`src/rtl/mips_bus_pkg.sv`:
```
// Shared encodings for the CPU-to-Avalon load/store bridge: access sizes,
// controller states and the lane-qualification helpers.
package mips_bus_pkg;

    localparam logic [1:0] SZ_BYTE = 2'b00;
    localparam logic [1:0] SZ_HALF = 2'b01;
    localparam logic [1:0] SZ_WORD = 2'b10;
    localparam logic [1:0] SZ_RSVD = 2'b11;

    typedef enum logic [1:0] {
        IDLE = 2'b00,
        BUS  = 2'b01,
        RESP = 2'b10
    } state_e;

    // The reserved size code is reported as an error, just like a misaligned address.
    function automatic logic is_misaligned(input logic [1:0] size, input logic [1:0] offset);
        logic bad;
        case (size)
            SZ_BYTE: bad = 1'b0;
            SZ_HALF: bad = offset[0];
            SZ_WORD: bad = (offset != 2'b00);
            default: bad = 1'b1;
        endcase
        return bad;
    endfunction

    function automatic logic [3:0] byte_enable(input logic [1:0] size, input logic [1:0] offset);
        logic [3:0] be;
        case (size)
            SZ_BYTE: be = 4'b0001 << offset;
            SZ_HALF: be = 4'b0011 << offset;
            default: be = 4'b1111;
        endcase
        return be;
    endfunction

endpackage

```
`src/rtl/byte_lane_align.sv`:
```
// Little-endian lane steering: replicates store data across lanes, or pulls a
// load lane down to bit 0 with optional sign extension.
module byte_lane_align
    import mips_bus_pkg::*;
(
    input  logic        load_mode,
    input  logic [1:0]  size,
    input  logic [1:0]  offset,
    input  logic        sign_ext,
    input  logic [31:0] data_in,
    output logic [31:0] data_out
);

    logic [31:0] shifted;

    always_comb begin
        shifted  = data_in >> {offset, 3'b000};
        data_out = data_in;
        if (load_mode) begin
            case (size)
                SZ_BYTE: data_out = {{24{sign_ext & shifted[7]}}, shifted[7:0]};
                SZ_HALF: data_out = {{16{sign_ext & shifted[15]}}, shifted[15:0]};
                default: data_out = data_in;
            endcase
        end else begin
            // Replication lets the slave pick the active lanes via byteenable alone.
            case (size)
                SZ_BYTE: data_out = {4{data_in[7:0]}};
                SZ_HALF: data_out = {2{data_in[15:0]}};
                default: data_out = data_in;
            endcase
        end
    end

endmodule

```
`src/rtl/bus_interface.sv`:
```
// Single-outstanding bridge from the CPU load/store request port to an
// Avalon-MM master; all bus and response outputs are registered.
module bus_interface
    import mips_bus_pkg::*;
(
    input  logic        clk,
    input  logic        reset,
    input  logic        req_valid,
    input  logic        req_write,
    input  logic [31:0] req_addr,
    input  logic [1:0]  req_size,
    input  logic        req_signed,
    input  logic [31:0] req_wdata,
    output logic        req_ready,
    output logic        resp_valid,
    output logic [31:0] resp_data,
    output logic        resp_err,
    output logic [31:0] address,
    output logic        read,
    output logic        write,
    output logic [3:0]  byteenable,
    output logic [31:0] writedata,
    input  logic        waitrequest,
    input  logic [31:0] readdata
);

    state_e      state;
    logic [1:0]  offset_q;
    logic [1:0]  size_q;
    logic        signed_q;
    logic        write_q;
    logic [31:0] store_data;
    logic [31:0] load_data;

    byte_lane_align u_store_align (
        .load_mode (1'b0),
        .size      (req_size),
        .offset    (req_addr[1:0]),
        .sign_ext  (1'b0),
        .data_in   (req_wdata),
        .data_out  (store_data)
    );

    byte_lane_align u_load_align (
        .load_mode (1'b1),
        .size      (size_q),
        .offset    (offset_q),
        .sign_ext  (signed_q),
        .data_in   (readdata),
        .data_out  (load_data)
    );

    assign req_ready = (state == IDLE);

    // Bus outputs are loaded at acceptance so they are valid for the whole BUS
    // state, and held untouched while the slave stalls with waitrequest.
    always_ff @(posedge clk or negedge reset) begin
        if (!reset) begin
            state      <= IDLE;
            offset_q   <= 2'b00;
            size_q     <= SZ_BYTE;
            signed_q   <= 1'b0;
            write_q    <= 1'b0;
            address    <= 32'h0;
            read       <= 1'b0;
            write      <= 1'b0;
            byteenable <= 4'h0;
            writedata  <= 32'h0;
            resp_valid <= 1'b0;
            resp_err   <= 1'b0;
            resp_data  <= 32'h0;
        end else begin
            resp_valid <= 1'b0;
            case (state)
                IDLE: begin
                    if (req_valid) begin
                        offset_q <= req_addr[1:0];
                        size_q   <= req_size;
                        signed_q <= req_signed;
                        write_q  <= req_write;
                        if (is_misaligned(req_size, req_addr[1:0])) begin
                            state      <= RESP;
                            resp_valid <= 1'b1;
                            resp_err   <= 1'b1;
                            resp_data  <= 32'h0;
                        end else begin
                            state      <= BUS;
                            address    <= {req_addr[31:2], 2'b00};
                            read       <= ~req_write;
                            write      <= req_write;
                            byteenable <= byte_enable(req_size, req_addr[1:0]);
                            writedata  <= store_data;
                        end
                    end
                end
                BUS: begin
                    if (!waitrequest) begin
                        state      <= RESP;
                        read       <= 1'b0;
                        write      <= 1'b0;
                        byteenable <= 4'h0;
                        resp_valid <= 1'b1;
                        resp_err   <= 1'b0;
                        resp_data  <= write_q ? 32'h0 : load_data;
                    end
                end
                RESP: begin
                    state <= IDLE;
                end
                default: begin
                    state <= IDLE;
                end
            endcase
        end
    end

endmodule

```
`config.mk`:
```
export PLATFORM = sky130hd
export DESIGN_NAME = bus_interface
export DESIGN_NICKNAME = d
export VERILOG_FILES = /design/src/rtl/mips_bus_pkg.sv /design/src/rtl/byte_lane_align.sv /design/src/rtl/bus_interface.sv
export SDC_FILE = /design/constraint.sdc
export NUM_CORES = 1
export LEC_CHECK = 0
export CAP_MARGIN = 20
export CORE_MARGIN = 5
export CORE_UTILIZATION = 51
export DETAILED_ROUTE_END_ITERATION = 6
export PLACE_DENSITY = 0.95
export SETUP_SLACK_MARGIN = 0.15
export SYNTH_ARGS = -nofsm -noshare
export SYNTH_HDL_FRONTEND = slang
export SYNTH_HIERARCHICAL = 1
export SYNTH_SLANG_ARGS = --single-unit
```
`constraint.sdc`:
```
create_clock -name clk -period 4.9 [get_ports clk]
set_clock_uncertainty 0.1 [all_clocks]
set_input_delay 1.225 -clock clk [delete_from_list [all_inputs] [get_ports clk]]
set_output_delay 1.225 -clock clk [all_outputs]
set_load 0.005 [all_outputs]
```
==> impl_results.md, run 1 <==
* Routed vias/inst at 5.99
* Req. time, crit path at between 5 and 6 ns
* Kind of critical path: in -> reg
* DRT Wirelength at between 20 and 25 mm
* Final number of hold-violating endpoints at 0
* Ys Warns at 6
* Core Area at 12,700 sq um
* Number of CTS-inserted buffers at 9
* Non-filler cells, final at 1,030
* Bufs on Longest Clock Path at 2
* Worst hold path class: reg -> reg
* Area of the multi-input gates at 3430 sq um
* Leakage at around 3.8 nW
* Antenna violations before repair at 0
* Max Cap Viol at 0
* IO Pins at 209
* Antenna Cells at 0
* Synth Flop Type: dfrtp_1
* Clk_lat worst skew at 0.34 ns
* CTS tree: built
* Hold_buf cts at 0
* Max-slew headroom at 0.266
* Root Driver: clkbuf_16
* Overall power at 3.82 mW
* Sequential Area at about 2800 sq um
* FP Rows at 41
* DP Cell Count at 1,012
* Internal power at 2.57 mW
* Starting Density at 0.522
* DP Area at 8710 sq um
* Htree depth at 3
* CP endpoint kind: flop
* Power density cells at 421 nW/um^2
* Postcts setup bufs at 0
* Setup crit start kind: input port
* Logic pwr share at 0.425
* Layout cells sized above 1 at 0.153
* Largest net degree at the start of global routing at 74
* NetSw at 1.25 mW
* Crit path time final at 3.41 ns
* WP data arrival at roughly 3.5 ns
* Peak Freq at between 0.2 and 0.3 GHz
* Drt drc at 0
* Post-Syn Area at 6650 sq um
* First-pass GRT wire length at 31.5 mm
* RSZ-0062 raised after global routing: false
* Fin Hold WS at 0.395 ns
* Clock Sinks at 110
* Max-slew violation count at 0
* GRT Total Usage at 0.263
* Sw Share at 0.326
* Vias at 6,171
* Die Span Y at 124 microns
* Peak VDD IR at 0.346 mV
* Number of synthesized flops with an enable pin at 0
* Post-Route Setup TNS at 0 ns
* Finished Core Util at 0.714
* P&R area growth vs syn at 36.7%
* Post-Layout Inst Area at between 9000 and 10,000 sq um
* Status: finished, final reports clean
* Synth cell types at 48
* Remaining global-route overflow at 0
* Pre-antenna DRT Iters at 5
* Gpl congestion at 1.02
* Mapped Avg Cell Area at 9.79 sq um
* Register area share after synthesis at 0.414
* Gate Count Post-Synth at ~680
* Routed len/inst at 20.0 microns
* CTS resizes at 0
* Antenna Nets Post-Route at 0
* Sequential power share at 0.372
* Async set-or-reset flop fraction in the synthesized netlist at 1.00
* Placement Setup Slack at 1.13 ns
* Reg clk slew, reported paths at roughly 0.07 ns
* Dpl hpwl at approximately 15 mm
* # nets final at 957
* Number of synthesized register bits at 110
* Vias in the first global route at 5,864
* DIE AREA at between 15,000 and 20,000 sq um
* CP Max Fanout at 69
* Drt first-iter violations at 673
* I/O Buffers at 206
* Tcrit/Tclk final at 0.696
* Clock power frac at 0.203
* Fillcell total at 971
* Final-report setup violation count at 0
* Die X-Extent at around 120 microns
* Least-Margin Pin Slew at 1.10 ns
* Crit path setup slack, layout at roughly 1.5 ns
-- synthesized netlist by cell type (3+ instances only) --
master,n,area share
o21ai_1,48,0.036
nor3b_2,3,0.0056
o21a_1,3,0.0034
a221o_1,24,0.036
buf_6,7,0.012
inv_1,50,0.028
buf_2,14,0.011
nor2b_1,5,0.0047
o22a_1,12,0.016
nand2_1,79,0.045
o32ai_1,32,0.042
o21ai_0,16,0.012
mux2_2,75,0.13
nor3_1,5,0.0038
nor2_1,18,0.010
mux2_4,7,0.016
a22oi_1,38,0.043
and3b_1,3,0.0040
nand2b_1,8,0.0075
mux2i_1,7,0.011
a21oi_1,34,0.026
or3b_1,3,0.0040
buf_4,3,0.0034
dfrtp_1,110,0.41
clkbuf_1,36,0.020
-- worst max-delay path, cell delays in order --
cell             delay [ns]
clkdlybuf4s50_1        0.40
buf_4                  0.22
o21ai_2                0.28
nand3_4                0.78
mux2_2                 0.59
-- final timing paths --
check                            start  slack (ns)            end  depth (start not counted)
max                        req_addr[0]        1.49    address[15]                          5
min                           resp_err        0.39       resp_err                          1
max reg2reg                  size_q[1]        2.09  resp_data[30]                          6
min reg2reg                   resp_err        0.39       resp_err                          1
max in group asynchronous        reset        3.07  resp_data[16]                          2
min in group asynchronous        reset        0.76  writedata[31]                          1
-- final cells by class --
cell class,instances,share of cell area
clock buffer,11,0.0267
clock inverter,5,0.00826
inverter,50,0.0207
multi-input combinational,465,0.377
sequential,110,0.303
tap,172,0.0237
timing repair buffer,217,0.240
-- sequential cells by signal, indices dropped and copies added, names as in the netlist --
signal	count
resp_err	1
byteenable	4
state	2
signed_q	1
resp_valid	1
resp_data	32
size_q	2
write_q	1
offset_q	2
write	1
address	30
writedata	32
read	1
-- layer usage --
metal	up-vias	track usage	share of wire
li1	2815	-	-
met1	2943	0.358	0.40
met2	366	0.404	0.47
met3	47	0.0727	0.098
met4	0	0.0938	0.031
met5	-	0	0
-- cell families (layout without fill, tap and decap cells) --
family | after synthesis | in the layout | synth area share
compound gates | 223 | 223 | 0.241
buf+inv | 111 | 283 | 0.0749
flops | 110 | 110 | 0.414
mux | 95 | 95 | 0.168
other cells | 2 | 9 | 0.00113
simple gates | 138 | 138 | 0.101
-- power groups by stage --
| stage | Combinational, mW | Clock, mW | Sequential [mW] |
|---|---|---|---|
| finish | 1.62 | 0.776 | 1.42 |
| global route | 1.74 | 0.841 | 1.46 |
| CTS | 1.55 | 0.797 | 1.45 |
| detailed placement | 1.54 | 0 | 1.47 |
| global placement | 1.51 | 0 | 1.45 |
| floorplan | 0.775 | 0 | 1.37 |
-- cell usage in the layout, fill, tap and decap left out, types with 3 or more instances in the layout --
cell type / count
a21oi_1: 34
a221o_1: 24
a22oi_1: 38
and3b_1: 3
buf_4: 10
clkbuf_16: 9
clkdlybuf4s50_1: 205
conb_1: 9
dfrtp_1: 110
inv_1: 50
mux2_2: 75
mux2_4: 7
mux2i_1: 7
nand2_1: 79
nand2b_1: 8
nor2_1: 18
nor2b_1: 5
nor3_1: 5
nor3b_2: 3
o21a_1: 3
o21ai_0: 16
o21ai_1: 48
o22a_1: 12
o32ai_1: 32
Power figures use the tool's default switching activity.
==> run 2: changes to the inputs <==
Settings changed: CORE_UTILIZATION 51 to 47, PLACE_DENSITY 0.95 to 0.91.
Clock period 4.9 ns to 3.3 ns, I/O delays scaled along.
==> impl_results.md, run 2 (synthesis results as in run 1) <==
* CP endpoint kind: flop
* Internal reg-to-reg setup slack at 0.80 ns
* Reg2Reg Depth at 6
* Fillcell total at around 1,100
* Max-slew headroom at 0.339
* CTS resizes at 0
* Power density cells at 616 nW/um^2
* IO Pins at 209
* Max Cap Viol at 0
* Peak VDD IR at 0.515 mV
* Worst hold path class: in -> async
* Routed len/inst at 19.9 microns
* Hold_buf cts at 0
* Crit path time final at roughly 2.5 ns
* Leakage at about 3.8 nW
* CP max-delay cell: clkdlybuf4s50_1
* Drt first-iter violations at 659
* Root Driver: clkbuf_16
* Antenna Nets Post-Route at 0
* CP Max Fanout at 33
* Clk_lat worst skew at 0.35 ns
* Peak Freq at about 0.39 GHz
* WP data arrival at 2.65 ns
* Setup crit start kind: input port
* CTS tree: built
* Core Area at 13,900 sq um
* Antenna violations before repair at 0
* First-pass GRT wire length at between 30 and 40 mm
* Bufs on Longest Clock Path at 2
* Postcts setup bufs at 0
* Number of CTS-inserted buffers at 9
* Clock Sinks at 110
* DRT Wirelength at 20.7 mm
* Crit Reg-Reg Startpoint: size_q[0]
* Most frequent cells in the layout: clkdlybuf4s50_1 (205), dfrtp_1 (110), nand2_1 (79)
* Final-report setup violation count at 0
* Remaining global-route overflow at 0
* Reg clk slew, reported paths at 0.07 ns
* Commonest non-fill, non-tap cell in the layout: clkdlybuf4s50_1
* I/O Buffers at approximately 210
* GRT Total Usage at 0.245
* Worst path max stage delay at roughly 0.45 ns
* Status: finished, final reports clean
* Critical Path, Cell by Cell: clkdlybuf4s50_1 -> nor3b_2 -> buf_4 -> a21boi_2 -> buf_4 -> o32ai_1
* Htree depth at 3
* Vias in the first global route at 5,815
* Die Span Y at 129 microns
* FP Rows at 43
* Largest net degree at the start of global routing at 71
* Antenna Cells at 0
* Gpl congestion at 0.989
* Vias at 6,120
* Routed vias/inst at roughly 5.9
* Crit-path most repeated cell: buf_4
* Non-filler cells, final at 1,044
* Tcrit/Tclk final at 0.770
* DIE AREA at 16,600 sq um
* DP Cell Count at 1,027
* Post-Route Setup TNS at 0 ns
* Least-Margin Pin Slew at 0.988 ns
* Reg-to-Reg End: resp_data[11]
* # nets final at about 960
* Kind of critical path: in -> reg
* Layout cells sized above 1 at 0.160
* Req. time, crit path at between 3 and 4 ns
* P&R area growth vs syn at 37.5%
* Dpl hpwl at 15.4 mm
* Drt drc at 0
* Top flop regs: resp_data: 32 flops, writedata: 32 flops, address: 30 flops
* Pre-antenna DRT Iters at 6
* RSZ-0062 raised after global routing: false
* Max-slew violation count at 0
* Starting Density at 0.479
* Die X-Extent at 129 microns
* Final number of hold-violating endpoints at 0
## run 2: routing by layer
layer,routed length (microns),GRT usage,share of wire,up-vias
met1,8360,0.336,0.40,2896
met3,2240,0.0789,0.11,45
met2,9510,0.373,0.46,350
li1,-,-,-,2829
met5,0,0,0,-
met4,626,0.0747,0.030,0
## run 2: critical path: cells and delay by family
| family | cells | cell delay, ns |
|---|---|---|
| AND/OR/NAND/NOR | 1 | 0.39 |
| AO/OA/AOI/OAI | 2 | 0.35 |
| buffers and inverters | 3 | 1.08 |
## run 2: final cells by class
| cell class | instances | area, sq um | share of cell area |
|---|---|---|---|
| Inverter | 50 | 188 | 0.0205 |
| Tap cell | 180 | 225 | 0.0246 |
| Timing Repair Buffer | 223 | 2240 | 0.246 |
| Clock buffer | 11 | 253 | 0.0277 |
| Multi-Input combinational cell | 465 | 3430 | 0.375 |
| Clock inverter | 5 | 48.8 | 0.00534 |
| Sequential cell | 110 | 2750 | 0.301 |
## run 2: how the worst max path moves through the flow
stage | start | end | slack [ns] | depth (start not counted)
after floorplan | req_size[1] | writedata[28] | 1.21 | 6
after global placement | req_valid | resp_data[2] | 0.43 | 6
after detailed placement | req_valid | resp_data[2] | 0.40 | 6
after CTS | req_valid | resp_data[2] | 0.78 | 6
after global routing | req_valid | resp_data[4] | 0.68 | 6
final | req_valid | resp_data[2] | 0.76 | 6
## run 2: report_power, final
group | internal, mW | switching (mW)
Clock | 0.570 | 0.524
Sequential | 1.77 | 0.301
Combinational | 1.43 | 1.04
## run 2: stage by stage
step,util,hold slack (ns),power (mW),worst slack [ns],instance area (sq um)
after floorplan,-,0.375,3.18,1.21,6670
after global placement,0.635,0.379,4.45,0.428,8810
after detailed placement,0.635,0.379,4.51,0.402,8810
after CTS,0.656,0.392,5.62,0.775,9110
after global routing,0.658,0.402,5.96,0.676,9140
final,0.658,0.374,5.63,0.759,9140
